<file path="config.mk">
export PLATFORM = sky130hd
export DESIGN_NAME = output_req_arbiter
export DESIGN_NICKNAME = d
export VERILOG_FILES = /design/src/rtl/output_req_arbiter.sv
export SDC_FILE = /design/constraint.sdc
export NUM_CORES = 1
export LEC_CHECK = 0
export ABC_CLOCK_PERIOD_IN_PS = 4500
export CORE_UTILIZATION = 44
export DETAILED_ROUTE_END_ITERATION = 10
export MAX_ROUTING_LAYER = met4
export PLACE_DENSITY_LB_ADDON = 0.3
export RECOVER_POWER = 25
export SLEW_MARGIN = 10
export SYNTH_ARGS = -nofsm -noshare
export SYNTH_HDL_FRONTEND = slang
export SYNTH_SLANG_ARGS = --single-unit
</file>
<file path="constraint.sdc">
create_clock -name clk -period 4.5 [get_ports clk]
set_input_delay 0.675 -clock clk [delete_from_list [all_inputs] [get_ports clk]]
set_output_delay 0.675 -clock clk [all_outputs]
set_load 0.03 [all_outputs]
</file>
<file path="src/rtl/output_req_arbiter.sv">
// Round-robin arbiter: grants one vertex buffer bank at a time and streams that bank's
// node into the output SRAM, issuing one registered write per received beat.

`ifndef MAX_FV_num
`define MAX_FV_num 8
`endif
`ifndef Max_Node_id
`define Max_Node_id 16
`endif

package output_req_arbiter_pkg;
    localparam int NODE_W = $clog2(`Max_Node_id);

    typedef struct packed {
        logic              req;
        logic              Grant_valid;
        logic              sos;
        logic              eos;
        logic [15:0]       data;
        logic [NODE_W-1:0] Node_id;
    } Bank_Req2Req_Output_SRAM;
endpackage

module output_req_arbiter
    import output_req_arbiter_pkg::*;
#(
    parameter int NUM_BANK = 4,
    parameter int WPN      = `MAX_FV_num/2
) (
    input  logic                                      clk,
    input  logic                                      reset,
    input  Bank_Req2Req_Output_SRAM [NUM_BANK-1:0]    bank_pkt,
    output logic [NUM_BANK-1:0]                       req_grant,
    output logic                                      sram_wen,
    output logic [NODE_W+$clog2(WPN)-1:0]             sram_addr,
    output logic [15:0]                               sram_wdata,
    output logic                                      wr_done,
    output logic [NODE_W-1:0]                         done_node_id,
    output logic                                      proto_err,
    output logic                                      busy
);
    localparam int SEL_W  = $clog2(NUM_BANK);
    localparam int BEAT_W = $clog2(WPN);
    localparam logic [BEAT_W-1:0] LAST_BEAT = BEAT_W'(WPN-1);
    localparam logic [SEL_W-1:0]  LAST_BANK = SEL_W'(NUM_BANK-1);

    typedef enum logic [1:0] {IDLE, GRANT, RECV} state_t;

    state_t                    r_state;
    logic [SEL_W-1:0]          r_rr_ptr;
    logic [SEL_W-1:0]          r_sel;
    logic [BEAT_W-1:0]         r_beat_cnt;
    logic [NODE_W-1:0]         r_node_id;
    logic [NUM_BANK-1:0]       r_req_grant;
    logic                      r_wen;
    logic [NODE_W+BEAT_W-1:0]  r_addr;
    logic [15:0]               r_wdata;
    logic                      r_wr_done;
    logic [NODE_W-1:0]         r_done_node_id;
    logic                      r_proto_err;
    logic                      r_busy;

    logic                      w_any;
    logic [SEL_W-1:0]          w_pick;
    logic                      w_gv;
    logic                      w_sos;
    logic                      w_eos;
    logic [15:0]               w_data;
    logic [NODE_W-1:0]         w_node;

    // Only the selected bank's fields ever reach the datapath.
    assign w_gv   = bank_pkt[r_sel].Grant_valid;
    assign w_sos  = bank_pkt[r_sel].sos;
    assign w_eos  = bank_pkt[r_sel].eos;
    assign w_data = bank_pkt[r_sel].data;
    assign w_node = bank_pkt[r_sel].Node_id;

    // Scan offsets from the highest down so the requester closest to rr_ptr wins.
    always_comb begin
        logic [SEL_W-1:0] idx;
        idx    = '0;
        w_any  = 1'b0;
        w_pick = r_rr_ptr;
        for (int k = NUM_BANK - 1; k >= 0; k--) begin
            idx = SEL_W'((int'(r_rr_ptr) + k) % NUM_BANK);
            if (bank_pkt[idx].req) begin
                w_any  = 1'b1;
                w_pick = idx;
            end
        end
    end

    always_ff @(posedge clk) begin
        // NOTE: every register, pulse outputs included, is cleared by the synchronous
        // reset so an aborted transfer cannot leak a write into the next cycle.
        if (!reset) begin
            r_state        <= IDLE;
            r_rr_ptr       <= '0;
            r_sel          <= '0;
            r_beat_cnt     <= '0;
            r_node_id      <= '0;
            r_req_grant    <= '0;
            r_wen          <= 1'b0;
            r_addr         <= '0;
            r_wdata        <= '0;
            r_wr_done      <= 1'b0;
            r_done_node_id <= '0;
            r_proto_err    <= 1'b0;
            r_busy         <= 1'b0;
        end else begin
            r_req_grant <= '0;
            r_wen       <= 1'b0;
            r_wr_done   <= 1'b0;
            case (r_state)
                IDLE: begin
                    if (w_any) begin
                        r_sel       <= w_pick;
                        r_req_grant <= NUM_BANK'(1) << w_pick;
                        r_state     <= GRANT;
                        r_busy      <= 1'b1;
                    end
                end
                GRANT: begin
                    r_rr_ptr <= (r_sel == LAST_BANK) ? '0 : r_sel + 1'b1;
                    if (w_gv && w_sos) begin
                        r_node_id  <= w_node;
                        r_wen      <= 1'b1;
                        r_addr     <= {w_node, BEAT_W'(0)};
                        r_wdata    <= w_data;
                        r_beat_cnt <= BEAT_W'(1);
                        if (w_eos) begin
                            r_wr_done      <= 1'b1;
                            r_done_node_id <= w_node;
                            r_state        <= IDLE;
                            r_busy         <= 1'b0;
                        end else begin
                            r_state <= RECV;
                        end
                    end else begin
                        r_proto_err <= 1'b1;
                        r_state     <= IDLE;
                        r_busy      <= 1'b0;
                    end
                end
                RECV: begin
                    // A missing eos on the last legal index is an overflow: nothing is written.
                    if (!w_gv || w_sos || (r_beat_cnt == LAST_BEAT && !w_eos)) begin
                        r_proto_err <= 1'b1;
                        r_state     <= IDLE;
                        r_busy      <= 1'b0;
                    end else begin
                        r_wen      <= 1'b1;
                        r_addr     <= {r_node_id, r_beat_cnt};
                        r_wdata    <= w_data;
                        r_beat_cnt <= r_beat_cnt + 1'b1;
                        if (w_eos) begin
                            r_wr_done      <= 1'b1;
                            r_done_node_id <= r_node_id;
                            r_state        <= IDLE;
                            r_busy         <= 1'b0;
                        end
                    end
                end
                default: begin
                    r_state <= IDLE;
                    r_busy  <= 1'b0;
                end
            endcase
        end
    end

    assign req_grant    = r_req_grant;
    assign sram_wen     = r_wen;
    assign sram_addr    = r_addr;
    assign sram_wdata   = r_wdata;
    assign wr_done      = r_wr_done;
    assign done_node_id = r_done_node_id;
    assign proto_err    = r_proto_err;
    assign busy         = r_busy;

endmodule

</file>
==> results of run 1 <==
==> state kept, by name (all words and copies together), names as in the netlist <==
name,count
req_grant,4
proto_err,1
r_rr_ptr,2
sram_wen,1
sram_wdata,16
done_node_id,4
r_state,2
wr_done,1
sram_addr,6
r_beat_cnt,2
r_sel,2
r_node_id,4
busy,1
==> placed cells by master (no fill, tap or decap), types with 2 or more instances in the layout <==
| cell type | instances |
|---|---|
| dlygate4sd3_1 | 14 |
| inv_1 | 6 |
| o22a_1 | 2 |
| nor2b_1 | 9 |
| mux2i_1 | 32 |
| o21ai_2 | 2 |
| a21oi_1 | 2 |
| mux4_2 | 21 |
| clkbuf_8 | 6 |
| a31oi_1 | 2 |
| a21boi_0 | 6 |
| buf_4 | 2 |
| nand2_1 | 57 |
| ha_1 | 6 |
| nand3_1 | 8 |
| clkdlybuf4s50_1 | 116 |
| dfxtp_1 | 45 |
| nand4_1 | 2 |
| o22ai_1 | 2 |
| o211a_1 | 2 |
| mux2_2 | 5 |
| and2_1 | 3 |
| nor3_1 | 3 |
| nor4_1 | 2 |
| nor2_1 | 8 |
| o21ai_0 | 8 |
==> how the worst max path moves through the flow <==
stage	start	endpoint	slack [ps]	cells past startpoint
floorplan	r_state[0]	sram_addr[2]	2490	9
global placement	r_sel[0]	sram_wdata[10]	1840	6
detailed placement	r_sel[0]	sram_wdata[13]	1790	6
CTS	r_sel[0]	sram_wdata[13]	1770	6
global route	r_sel[0]	sram_wdata[7]	1530	6
finish	r_sel[0]	sram_wdata[9]	1820	6
==> cell families after synthesis <==
kind of cell               count (synthesis)
and+or+nand+nor                           97
muxes                                     59
DFF                                       46
AOI/OAI and AO/OA                         32
buffers and inverters                     24
adders and majority gates                  6
==> worst max-delay path, stage by stage, from the launching register on <==
cell     delay [ps]
dfxtp_2         970
mux4_2          740
inv_2           140
nor4_4           60
nor2_2          120
buf_4           330
mux2i_1         230
==> layout make-up <==
type	instances	share of cell area, %
timing repair buffer	133	32.49
clock buffer	7	2.123
clock inverter	1	0.1231
inverter	7	0.6462
multi-input combinational	194	39.72
sequential	46	22.68
tap	72	2.215
==> report_power, final <==
part	internal (mW)	total [mW]	switching [mW]	leakage [nW]
combinational	0.187	0.323	0.136	1.22
sequential	0.430	0.456	0.0253	0.374
clock	0.124	0.259	0.134	0.0482
==> stage by stage <==
stage	hold slack, ps	instances	area, µm²	utilization (%)
6_report	459.5	460	4066	71.65
4_1_cts	467.9	460	4066	71.65
3_3_place_gp	443.5	452	3975	70.04
5_1_grt	478.8	460	4066	71.65
2_1_floorplan	440.0	264	2665	-
3_5_place_dp	454.6	452	3975	70.04
==> routing by layer <==
metal / vias to the layer above / global-route usage, %
met5: - / -
met4: 0 / 5.179
met3: 7 / 4.000
met2: 79 / 41.28
met1: 1179 / 25.30
li1: 1202 / -
==> results.json, run 1 <==
{
  "grt_max_degree": 66,
  "peakVddDrop_uv": 169.1,
  "synth_most_common_cell": "nand2_1",
  "synthCells": 264,
  "num_vias": 2467,
  "top_layer_used": "met4",
  "slew_headroom_pct": 31.37,
  "synth_top_family_by_area": "multiplexers",
  "drive_above_1_share_pct": 11.34,
  "tns_ps": 0,
  "place_congestion": 0.7956,
  "antenna_found_initial": 0,
  "register_area_um2": 922.1,
  "first_iter_violations": 79,
  "wl_per_cell_um": 14.71,
  "worstPathMaxFanout": 28,
  "yosys-top-cells-count": "57 x nand2_1, 46 x dfxtp_1, 32 x mux2i_1, 21 x mux4_2, 9 x nor2b_1",
  "drv_slew": 0,
  "status": "finished, final reports clean",
  "dieArea_um2": 6372,
  "num_io_pins": 132,
  "cts.sinks": 46,
  "wl_met3_um": 365,
  "synth_top_area_share_pct": 34.55,
  "hold_path_depth": 2,
  "met2_length_um": 3528,
  "wirelength_um": 6765,
  "cts_setup_buffers": 0,
  "grt_overflow": 0,
  "layout.nets": 491,
  "power_density_nw_per_um2": 255.1,
  "firstDrtPassIters": 4,
  "reg2reg_depth": 6,
  "avgSynthCellArea_um2": 10.09,
  "synth-compound-area-share_pct": 8.592,
  "yosysSeqAreaShare_pct": 34.55,
  "synthFlopType": "dfxtp_1",
  "grt_pass1_vias": 2514,
  "synth_nets": 368,
  "rsz0062_at_grt": "no",
  "synth-async-reset-ratio_pct": 0,
  "muxShareOfSynthArea_pct": 32.39,
  "r2r_setup_slack_ps": 1820,
  "synth_seq_cells": 46,
  "finClkSkew_ps": 10.54,
  "clk_pin_slew_ps": 80,
  "synthesis.area_um2": 2665,
  "fin_ws_ps": 1822,
  "crit_path_end_kind": "flip-flop",
  "cts_htree_levels": 2,
  "worst-endpoint-required_ps": 4730,
  "wl_met1_um": 2817,
  "tightestPinTransition_ps": 1029,
  "num_antenna_cells": 0,
  "start_kind": "flip-flop",
  "r2r-start": "r_sel[0]",
  "holdPathEnd": "sram_wdata[3]",
  "yosys.area.top_type": "dfxtp_1",
  "rows": 27,
  "hold_path_class": "flip-flop to flip-flop",
  "cts_buffer_depth": 2,
  "coreArea_um2": 5675,
  "postRouteAntennaNets": 0,
  "crit_arrival_ps": 2900,
  "finalPower_mw": 1.037,
  "drv_cap": 0,
  "worstReg2RegEnd": "sram_wdata[9]",
  "root_buffer": "clkbuf_8",
  "hpwlAfterDp_um": 5134,
  "synth-edff-count": 0,
  "synth-simple-area-share_pct": 16.81,
  "synth_xor_xnor_area_share_pct": 0,
  "min-delay-start": "sram_wdata[3]",
  "netlist-cell-type-count": 39,
  "area_growth_syn_to_layout_pct": 52.58,
  "numCtsBuffers": 5,
  "cts_resized": 0,
  "drc": 0,
  "place_worst_setup_slack_ps": 1787,
  "worstSetupPathType": "flip-flop to flip-flop",
  "grt_pass1_wl_um": 10980,
  "grt_usage_pct": 22.50,
  "max_freq_ghz": 0.3734,
  "final_hold_viol_count": 0,
  "insertion_delay_ps": 300,
  "hold_buffers": 0,
  "nFillCells": 444,
  "multiInputGateArea_um2": 1615,
  "ys_warn_count": 0,
  "period_share_pct": 59.52,
  "synth_fa_ha_area_share_pct": 2.817,
  "viasPerCell": 5.363,
  "tritoncts": "yes",
  "synthTopCellsByArea": "dfxtp_1 35%, mux4_2 18%, mux2i_1 12%",
  "die_y_um": 79.83,
  "power_leakage_nw": 1.641,
  "die_x_um": 79.83,
  "post-route-min-period_ps": 2678,
  "initial_utilization_pct": 46.96,
  "setup_violations": 0,
  "io_buffers": 131
}
Power figures use the tool's default switching activity.
==> inputs of run 2 (changes only) <==
- ABC_CLOCK_PERIOD_IN_PS: 4500 -> 2500
- CORE_UTILIZATION: 44 -> 41
- clock period: 4.5 -> 2.5 ns (I/O delays scaled with it)
==> run 2 against run 1 <==
Effect of this change: cell count rose by 2.0%; non-clock buffer count rose by 4; via count fell by 1.3%; critical path depth rose by 2; combinational power rose by 87%; power rose by 100%; core utilization fell by 5.7 points; worst hold slack barely moved; cell area rose by 2.4%; die area rose by 7.1%; largest cell class unchanged; largest power group unchanged.
==> results.json, run 2 (synthesis gave the netlist of run 1 again) <==
{
  "status": "finished, final reports clean",
  "rsz0062_at_grt": "no",
  "cts_buffer_depth": 2,
  "period_share_pct": 91.17,
  "dp_cells": 461,
  "nFillCells": 557,
  "firstDrtPassIters": 5,
  "dieArea_um2": 6827,
  "wl_per_cell_um": 14.74,
  "slew_headroom_pct": 56.92,
  "first_iter_violations": 86,
  "start_kind": "flip-flop",
  "cp_cell_sequence": "inv_1 -> ha_1 -> and2_1 -> a22oi_1 -> nor4_4 -> nor2_2 -> buf_12 -> mux2i_1",
  "drive_above_1_share_pct": 12.50,
  "die_x_um": 82.63,
  "cts_htree_levels": 2,
  "peakVddDrop_uv": 293.3,
  "mostFrequentLayoutCell": "clkdlybuf4s50_1",
  "final_hold_viol_count": 0,
  "rows": 29,
  "die_y_um": 82.63,
  "finalNonFillerCells": 469,
  "finalPower_mw": 2.090,
  "grt_max_degree": 41,
  "cts_setup_buffers": 0,
  "crit_arrival_ps": 2500,
  "multiInputGateArea_um2": 1615,
  "num_antenna_cells": 0,
  "num_io_pins": 132,
  "finClkSkew_ps": 14.00,
  "placed_area_um2": 4024,
  "post-route-min-period_ps": 2279,
  "worstSetupPathType": "flip-flop to flip-flop",
  "cts.sinks": 46,
  "wirelength_um": 6914,
  "stdcell_area_um2": 4164,
  "hold_path_class": "flip-flop to flip-flop",
  "power_density_nw_per_um2": 501.8,
  "setup_violations": 0,
  "max_freq_ghz": 0.4387,
  "final_cell_mix": "116 x clkdlybuf4s50_1, 57 x nand2_1, 45 x dfxtp_1",
  "numCtsBuffers": 5,
  "antenna_found_initial": 0,
  "tns_ps": 0,
  "hold_buffers": 0,
  "cp_slowest_cell": "a22oi_1",
  "hpwlAfterDp_um": 5474,
  "tritoncts": "yes",
  "drv_slew": 0,
  "num_vias": 2436,
  "worst-endpoint-required_ps": 2720,
  "grt_usage_pct": 21.27,
  "largest_reg_flops": 16,
  "initial_utilization_pct": 42.21,
  "postRouteAntennaNets": 0,
  "drv_cap": 0,
  "drc": 0,
  "worstPathMaxFanout": 20,
  "area_growth_syn_to_layout_pct": 56.24,
  "grt_overflow": 0,
  "crit_path_end_kind": "flip-flop",
  "grt_pass1_wl_um": 10790,
  "coreArea_um2": 6314,
  "io_buffers": 131,
  "root_buffer": "clkbuf_8",
  "slowest_delay_ps": 470,
  "cts_resized": 0,
  "insertion_delay_ps": 300,
  "power_leakage_nw": 1.691,
  "tightestPinTransition_ps": 646.3,
  "clk_pin_slew_ps": 90,
  "layout.nets": 495,
  "grt_pass1_vias": 2367,
  "viasPerCell": 5.194,
  "register_area_um2": 922.1,
  "place_congestion": 0.8103
}
run 2: changes by cell type in the layout (fill, tap and decap cells not counted):
cell and change:
clkbuf_1 -1, clkbuf_2 +1, bufinv_16 +2, buf_12 +1, clkinv_2 -1, buf_4 +2
run 2: worst max-delay path: cells and delay by family (launching register included):
kind / cells / cell delay (ps)
compound gates: 1 / 470
buf+inv: 2 / 290
fa+ha+maj: 1 / 330
flops: 1 / 380
simple gates: 3 / 530
mux: 1 / 200
run 2: stage by stage:
step	utilization, %	setup slack [ps]	hold slack [ps]
global placement	63.73	292.6	443.1
CTS	65.99	208.2	464.3
global route	65.95	19.44	487.4
finish	65.95	220.8	459.9
detailed placement	63.73	232.8	451.3
floorplan	-	491.3	440.0
run 2: layout make-up:
class                           instances  area share [%]
Multi-Input combinational cell        194           38.79
Clock inverter                          2           1.442
Inverter                                7          0.6310
Clock buffer                            6           1.983
Timing Repair Buffer                  137           32.69
Tap cell                               77           2.314
Sequential cell                        46           22.15
run 2: power by group:
| group | leakage [nW] | total [mW] | switching [mW] | internal (mW) |
|---|---|---|---|---|
| registers | 0.374 | 0.811 | 0.0356 | 0.775 |
| logic | 1.25 | 0.603 | 0.259 | 0.344 |
| clock network | 0.0714 | 0.676 | 0.250 | 0.426 |
run 2: worst paths after layout:
| path | end | slack (ps) | cells after the start | from |
|---|---|---|---|---|
| worst min-delay path | done_node_id[2] | 460 | 2 | done_node_id[2] |
| worst max register to register | sram_wdata[14] | 220 | 8 | r_state[0] |
| worst min register to register | done_node_id[2] | 460 | 2 | done_node_id[2] |
| worst max-delay path | sram_wdata[14] | 220 | 8 | r_state[0] |
run 2: layer usage:
metal / track usage, % / part of all wire, % / wire length [µm]
met4: 3.448 / 0 / 0
met3: 4.176 / 5.5 / 381
met1: 24.47 / 42 / 2929
met5: - / 0 / 0
met2: 38.76 / 52 / 3603
==> inputs of run 3 (changes only) <==
- CORE_UTILIZATION: 41 -> 40
- PLACE_DENSITY_LB_ADDON: 0.3 -> 0.25
- SKIP_LAST_GASP: unset -> 1
==> run 3 against run 2 <==
Effect of this change: combinational power hardly changed; sequential share of layout area is 0.060 points higher; routed wire length is 3.2% lower; clock power is 17% lower; largest power group unchanged; sequential power hardly changed; global-route usage is 0.64 points lower; non-clock buffer count is 2 higher; setup slack better by 11 ps; flip-flop and latch count stayed put; fmax is 0.47% higher; cell count is 0.43% higher.
==> results.json, run 3 (synthesis gave the netlist of run 1 again) <==
{
  "status": "finished, final reports clean",
  "slowest_delay_ps": 470,
  "root_buffer": "clkbuf_8",
  "first_iter_violations": 91,
  "final_util_pct": 65.03,
  "final_cell_mix": "114 x clkdlybuf4s50_1, 57 x nand2_1, 45 x dfxtp_1",
  "worstPathMaxFanout": 20,
  "slew_headroom_pct": 58.88,
  "wl_per_cell_um": 14.22,
  "cts.sinks": 46,
  "numCtsBuffers": 5,
  "drv_cap": 0,
  "rsz0062_at_grt": "no",
  "crit_arrival_ps": 2500,
  "finClkSkew_ps": 9.026,
  "cts_buffer_depth": 2,
  "insertion_delay_ps": 300,
  "grt_overflow": 0,
  "grt_max_degree": 39,
  "setup_violations": 0,
  "tritoncts": "yes",
  "layout.nets": 497,
  "post-route-min-period_ps": 2269,
  "nFillCells": 522,
  "multiInputGateArea_um2": 1615,
  "max_freq_ghz": 0.4408,
  "peakVddDrop_uv": 303.6,
  "cp_slowest_cell": "a22oi_1",
  "grt.met1_usage_pct": 22.11,
  "num_vias": 2429,
  "dieArea_um2": 6993,
  "power_density_nw_per_um2": 476.0,
  "postRouteAntennaNets": 0,
  "die_y_um": 83.63,
  "placed_area_um2": 4039,
  "mostFrequentLayoutCell": "clkdlybuf4s50_1",
  "antenna_found_initial": 0,
  "coreArea_um2": 6386,
  "clk_pin_slew_ps": 90,
  "grt_pass1_wl_um": 11370,
  "period_share_pct": 90.74,
  "place_worst_setup_slack_ps": 237.5,
  "register_area_um2": 922.1,
  "hold_buffers": 0,
  "start_kind": "flip-flop",
  "num_antenna_cells": 0,
  "area_growth_syn_to_layout_pct": 55.82,
  "drive_above_1_share_pct": 12.94,
  "dp_cells": 463,
  "stdcell_area_um2": 4153,
  "worstSetupPathType": "flip-flop to flip-flop",
  "place_congestion": 0.7565,
  "initial_utilization_pct": 41.73,
  "finalNonFillerCells": 471,
  "cp_cell_sequence": "inv_1 -> ha_1 -> and2_1 -> a22oi_1 -> nor4_4 -> nor2_2 -> buf_12 -> mux2i_1",
  "die_x_um": 83.63,
  "hold_path_class": "flip-flop to flip-flop",
  "worst-endpoint-required_ps": 2730,
  "firstDrtPassIters": 4,
  "use_met3_pct": 5.242,
  "num_io_pins": 132,
  "viasPerCell": 5.157,
  "top_usage_layer": "met2",
  "grt_usage_pct": 20.63,
  "hpwlAfterDp_um": 5343,
  "tightestPinTransition_ps": 616.8,
  "power_leakage_nw": 1.687,
  "finalPower_mw": 1.977,
  "wirelength_um": 6696,
  "fin_ws_ps": 231.4,
  "cts_resized": 0,
  "largest_reg_flops": 16,
  "io_buffers": 131,
  "drc": 0,
  "drv_slew": 0,
  "cts_htree_levels": 2,
  "cts_setup_buffers": 0,
  "final_hold_viol_count": 0,
  "grt_util_met2_pct": 37.10,
  "whs_ps": 461.7,
  "tns_ps": 0,
  "crit_path_end_kind": "flip-flop",
  "grt_pass1_vias": 2525,
  "rows": 29
}
## run 3: cell types whose count changed in the layout (fill, tap and decap cells not counted)
cell | previous run | this run
buf_4 | 4 | 7
clkdlybuf4s50_1 | 116 | 114
clkinvlp_4 | 0 | 2
dlygate4sd3_1 | 14 | 16
bufinv_16 | 2 | 1
clkbuf_2 | 1 | 0
clkbuf_8 | 6 | 5
## run 3: critical path: cells and delay by family, from the launching register on
family,cells,cell delay [ps]
and+or+nand+nor,3,530
buffers and inverters,2,290
AOI/OAI and AO/OA,1,470
adders and majority gates,1,320
DFF,1,370
muxes,1,200
## run 3: power breakdown
group          switching (mW)  internal [mW]
sequential             0.0343          0.775
clock                   0.264          0.298
combinational           0.258          0.348
## run 3: final cells by class
cell class              instances  area share, %
clock buffers                   5          1.657
clock inverters                 3          1.085
inverters                       7         0.6327
multi-input cells             194          38.90
flip-flops and latches         46          22.21
well taps                      77          2.320
repair buffers                139          33.20
## run 3: final timing paths
check | from | end | slack (ps) | cells after the start
hold reg to reg | sram_wdata[14] | sram_wdata[14] | 460 | 2
setup / recovery | r_state[0] | sram_wdata[8] | 230 | 8
hold / removal | sram_wdata[14] | sram_wdata[14] | 460 | 2
setup reg to reg | r_state[0] | sram_wdata[8] | 230 | 8
## run 3: layer usage
metal  part of all wire [%]  wire length, µm
met1                     40             2650
met2                     51             3411
met3                    7.8              522
met4                    1.7              111
met5                      0                0
==> RTL edit 1: new RTL, flow settings as in run 3 <==
Reset style: asynchronous (`reset`), changed in one clocked block.
--- a/src/rtl/output_req_arbiter.sv
+++ b/src/rtl/output_req_arbiter.sv
@@ -90,7 +90,7 @@
         end
     end
 
-    always_ff @(posedge clk) begin
+    always_ff @(posedge clk or negedge reset) begin
         // NOTE: every register, pulse outputs included, is cleared by the synchronous
         // reset so an aborted transfer cannot leak a write into the next cycle.
         if (!reset) begin
Function: differs if reset is asserted again (counterexample within 4 cycles, from zero or initial values and one cycle with reset low); with reset held inactive, the same outputs for 4 cycles.
==> RTL edit 1 against run 3 <==
  * Worst setup slack got worse by 0.14 ns
  * Area after synthesis increased by 1.9%
  * Design area increased by 2.5%
  * The run now ends with design-rule violations left
  * Sequential cell count unchanged
  * First-iteration DRC count decreased by 2.2%
  * Routed wire length increased by 0.12%
  * Largest cell class unchanged
  * Clock skew decreased by 0.0028 ns
Power is not compared: it rests on default switching activity, and its combinational part moved more than twofold at a synthesized area within 25%.
==> RTL edit 1: results (changes against run 3) <==
critical path peak fanout: 5 (-75%)
first-pass GRT wire length: 10810 µm (-5.0%)
CP startpoint: r_sel[1]
Final WS setup: 0.08890 ns (-0.1425 ns)
mux cell area share after synthesis: 35.33% (+2.9 points)
asr flop ratio synth: 100.0% (+100 points)
Commonest cells post-synth: dfrtp_1 (46), mux2_4 (25), nand2_1 (23)
drt via density: 5.255 (+1.9%)
Iteration-0 DRC Markers: 89 (-2.2%)
hpwl dp: 5250 µm (-1.7%)
status: finished, violations left
XOR/XNOR Fraction of Synth Area: 0% (unchanged)
post-synthesis compound-gate area fraction: 7.278% (-1.3 points)
total CTS buffers: 5 (unchanged)
Post-Syn Instances: 204 (-23%)
distinct cell type count after synthesis: 37 (-5.1%)
crit path to: done_node_id[1]
dpl cells: 414 (-11%)
worst slew pin tran: 1.103 ns (+0.4862 ns)
synth top area cells: dfrtp_1 (42%), mux4_2 (17%), mux2_4 (14%), mux2_2 (3.7%), nand2_1 (3.2%)
Power Total: 4.726 mW
Place WS: -0.1238 ns (-0.3612 ns)
vias in the first global route: 2253 (-11%)
main flop type after synthesis: dfrtp_1
register area share after synthesis: 42.38% (+7.8 points)
layout cell share with drive strength beyond 1: 23.41% (+10 points)
Via Count: 2223 (-8.5%)
pin count of the biggest net entering global routing: 47 (+21%)
path depth of the worst reg2reg path: 6 (-2)
critical path arrival: 2.58 ns (+0.08 ns)
DRC: 26 (+26)
DR WL/cell: 15.85 µm (+11%)
Placed Instance Area: 4155 µm² (+2.9%)
final net count: 449 (-9.7%)
Synthesized Nets: 308 (-16%)
adder-cell share of the synthesized area: 2.764% (-0.053 points)
Min-Delay Path Class: input pin to asynchronous set/reset pin
final worst clock skew: 0.006218 ns (-0.002808 ns)
failing checks: design-rule violations
power in sequential cells: 1.30 mW
routability cong.: 0.7766 (+2.7%)
drt first pass iters: 7 (+3)
RTL edit 1: changes by cell type after synthesis, sizes merged, moves of 5 or more:
| cell | before | now |
|---|---|---|
| a21oi | 2 | 7 |
| dfrtp | 0 | 46 |
| nand3 | 8 | 3 |
| nand2 | 57 | 23 |
| nor2b | 9 | 3 |
| clkbuf | 8 | 2 |
| a21boi | 6 | 1 |
| mux2 | 5 | 36 |
| dfxtp | 46 | 0 |
| mux2i | 33 | 1 |
| o21ai | 10 | 5 |
RTL edit 1: worst min-delay path by stage:
| stage | endpoint | slack, ns | cells after the start |
|---|---|---|---|
| 2_1_floorplan | busy | 0.08 | 0 |
| 3_3_place_gp | proto_err | 0.44 | 1 |
| 3_5_place_dp | proto_err | 0.45 | 1 |
| 4_1_cts | sram_wdata[10] | 0.19 | 2 |
| 5_1_grt | sram_wdata[4] | 0.49 | 2 |
| 6_report | sram_wdata[4] | 0.37 | 2 |
RTL edit 1: cell families after synthesis:
kind of cell / after synthesis
compound gates: 27
flops: 46
buf+inv: 16
mux: 57
fa+ha+maj: 6
simple gates: 52
RTL edit 1: per-layer routing:
layer	track usage [%]	vias up	wire, µm	share of wire, %
li1	-	1043	-	-
met1	22.98	1091	2671	40
met2	34.87	85	3426	51
met3	4.916	4	572	8.5
met4	4.468	0	34	0.51
met5	-	-	0	0
RTL edit 1: cell type report:
cell class	instances	area, µm²
Inverter	6	22.52
Sequential cell	46	1151
Clock inverter	1	5.005
Tap cell	77	96.34
Timing Repair Buffer	144	1414
Clock buffer	7	86.33
Multi-Input combinational cell	142	1480
Fill cell	509	2203
RTL edit 1: worst max-delay path, stage by stage (launching register included):
cell and delay, ns:
dfrtp_1 0.47, mux2_2 0.39, or4b_4 0.50, a211oi_2 0.33, buf_4 0.18, o21bai_4 0.09
mux2_4 0.32
==> RTL edit 2: new RTL, config.mk and constraints of run 3 <==
Without the edit above. Set the macro `MAX_FV_num` to 16 (it was 8).
--- a/src/rtl/output_req_arbiter.sv
+++ b/src/rtl/output_req_arbiter.sv
@@ -2,7 +2,7 @@
 // node into the output SRAM, issuing one registered write per received beat.
 
 `ifndef MAX_FV_num
-`define MAX_FV_num 8
+`define MAX_FV_num 16
 `endif
 `ifndef Max_Node_id
 `define Max_Node_id 16
Ports: changed (resized sram_addr); port bits go from 132 to 133. The function was not compared with the original's and may differ.
==> RTL edit 2 against run 3 <==
  * Utilization is 1.7 points lower
  * Worst setup slack better by 0.00050 ns
  * Critical path depth fell by 3
  * Worst hold slack gained 0.0022 ns
  * Combinational power rose by 4.3%
  * Design area increased by 3.7%
  * Cell count up 5.7%
  * Routed wire length is 11% higher
  * Sequential cell count increased by 2
  * Die area up 5.0%
  * Sequential power grew 4.8%
  * Area after synthesis rose by 5.1%
  * Power grew 2.7%
  * Critical endpoint unchanged
  * Largest power group unchanged
==> RTL edit 2: results (changes against run 3) <==
switching fraction of total power: 27.48% (-0.64 points)
pin count of the biggest net entering global routing: 26 (-33%)
clock slew at reported path FFs: 0.08 ns
critical path peak fanout: 25 (+25%)
final worst clock skew: 0.005035 ns (-0.003991 ns)
fillers: 551 (+5.6%)
total CTS buffers: 5 (unchanged)
Via Count: 2631 (+8.3%)
worst slew pin tran: 0.6603 ns (+0.04353 ns)
CP delay by family, top: simple AND/OR/NAND/NOR gates
final hold slack: 0.4639 ns (+0.002180 ns)
antenna violations before repair: 0 (unchanged)
Placed Instance Area: 4204 µm² (+4.1%)
Iteration-0 DRC Markers: 143 (+57%)
static leakage: 1.603 nW (-5.0%)
Synth Warn #: 0 (unchanged)
biggest cell delay along the critical path: 0.65 ns (+0.18 ns)
distinct cell type count after synthesis: 41 (+5.1%)
final net count: 506 (+1.8%)
dpl cells: 490 (+5.8%)
Place WS: 0.07264 ns (-0.1648 ns)
Commonest cells post-synth: dfxtp_1 (48), nand3_1 (27), mux4_2 (22)
status: finished clean
post-synth top area cell: dfxtp_1
routability cong.: 0.8104 (+7.1%)
Worst VDD drop: 0.2851 mV (-6.1%)
Buffers on Ports: 132 (+0.76%)
DR WL/cell: 14.96 µm (+5.3%)
layout cell share with drive strength beyond 1: 13.43% (+0.49 points)
vias in the first global route: 2684 (+6.3%)
H-tree depth: 2 (unchanged)
Synth top area share: 34.32% (-0.24 points)
Post-CTS Setup Inserts: 0 (unchanged)
worst-skew pair later-pin latency: 0.29 ns
fin crit period: 2.268 ns (-0.0005030 ns)
deepest clock path buffer count: 2 (unchanged)
drt first pass iters: 4 (unchanged)
Max Cap Violations: 0 (unchanged)
synth top area cells: dfxtp_1 (34%), mux4_2 (18%), nand3_1 (4.8%), mux2i_1 (4.6%), a21boi_0 (3.8%)
register area share after synthesis: 34.32% (-0.24 points)
max reg flops: 16 (unchanged)
Finished Layout Cells: 498 (+5.7%)
clock root buffer: clkbuf_8
FF-to-FF setup slack: 0.23 ns (about the same)
post-CTS resize count: 0 (unchanged)
asr flop ratio synth: 0% (unchanged)
Synthesized Nets: 379 (+3.0%)
Min-Delay Path Class: flop to flop
first-pass GRT wire length: 12050 µm (+5.9%)
Post-Syn Instances: 274 (+3.8%)
hpwl dp: 5714 µm (+6.9%)
critical path arrival: 2.48 ns (-0.02 ns)
gr usage total: 21.04% (+0.41 points)
Antenna diodes: 0 (unchanged)
critical path's slowest cell: mux4_2
RTL edit 2: cell types whose count changed after synthesis, sizes merged, moves of 5 or more:
cell	run 3	this run
nand3	8	28
a21boi	6	22
o21ai	10	21
mux2i	33	13
a21oi	2	7
nand2	57	16
RTL edit 2: worst paths after layout:
kind / startpoint / end / cells past startpoint
min reg2reg: sram_wdata[1] / sram_wdata[1] / 2
max reg2reg: r_sel[0] / sram_wdata[8] / 5
max: r_sel[0] / sram_wdata[8] / 5
min: sram_wdata[1] / sram_wdata[1] / 2
RTL edit 2: power by group through the flow:
stage          clock (mW)  sequential, mW  combinational (mW)
5_1_grt             0.595           0.856               0.680
4_1_cts             0.565           0.850               0.643
3_3_place_gp            0           0.865               0.630
3_5_place_dp            0           0.867               0.641
6_report            0.550           0.848               0.632
2_1_floorplan           0           0.914               0.314
RTL edit 2: final cells by class:
class                      count  area (µm²)  area share [%]
clock buffer                   6       72.57           1.686
clock inverter                 2       35.03          0.8137
inverter                       4       15.01          0.3487
multi-input combinational    200        1698           39.44
sequential                    48       962.2           22.35
tap                           96       120.1           2.790
timing repair buffer         142        1403           32.58
RTL edit 2: layer usage:
layer	share of wire [%]	track usage [%]	routed length [µm]	vias to the layer above
li1	-	-	-	1274
met1	41	23.55	3061	1260
met2	52	38.91	3850	90
met3	6.5	4.139	487	7
met4	0.71	4.091	53	0
met5	0	-	0	-
RTL edit 2: tightest hold or removal path: cells and delay by family (launching register included):
family / cells / cell delay (ns)
flops: 1 / 0.31
simple gates: 1 / 0.06
compound gates: 1 / 0.05
RTL edit 2: cells by family after synthesis:
kind of cell    count (synthesis)  synth area share [%]
simple gates                   86                 16.85
buf+inv                        26                 5.049
flops                          48                 34.32
mux                            44                 26.09
compound gates                 63                 14.57
fa+ha+maj                       7                 3.128
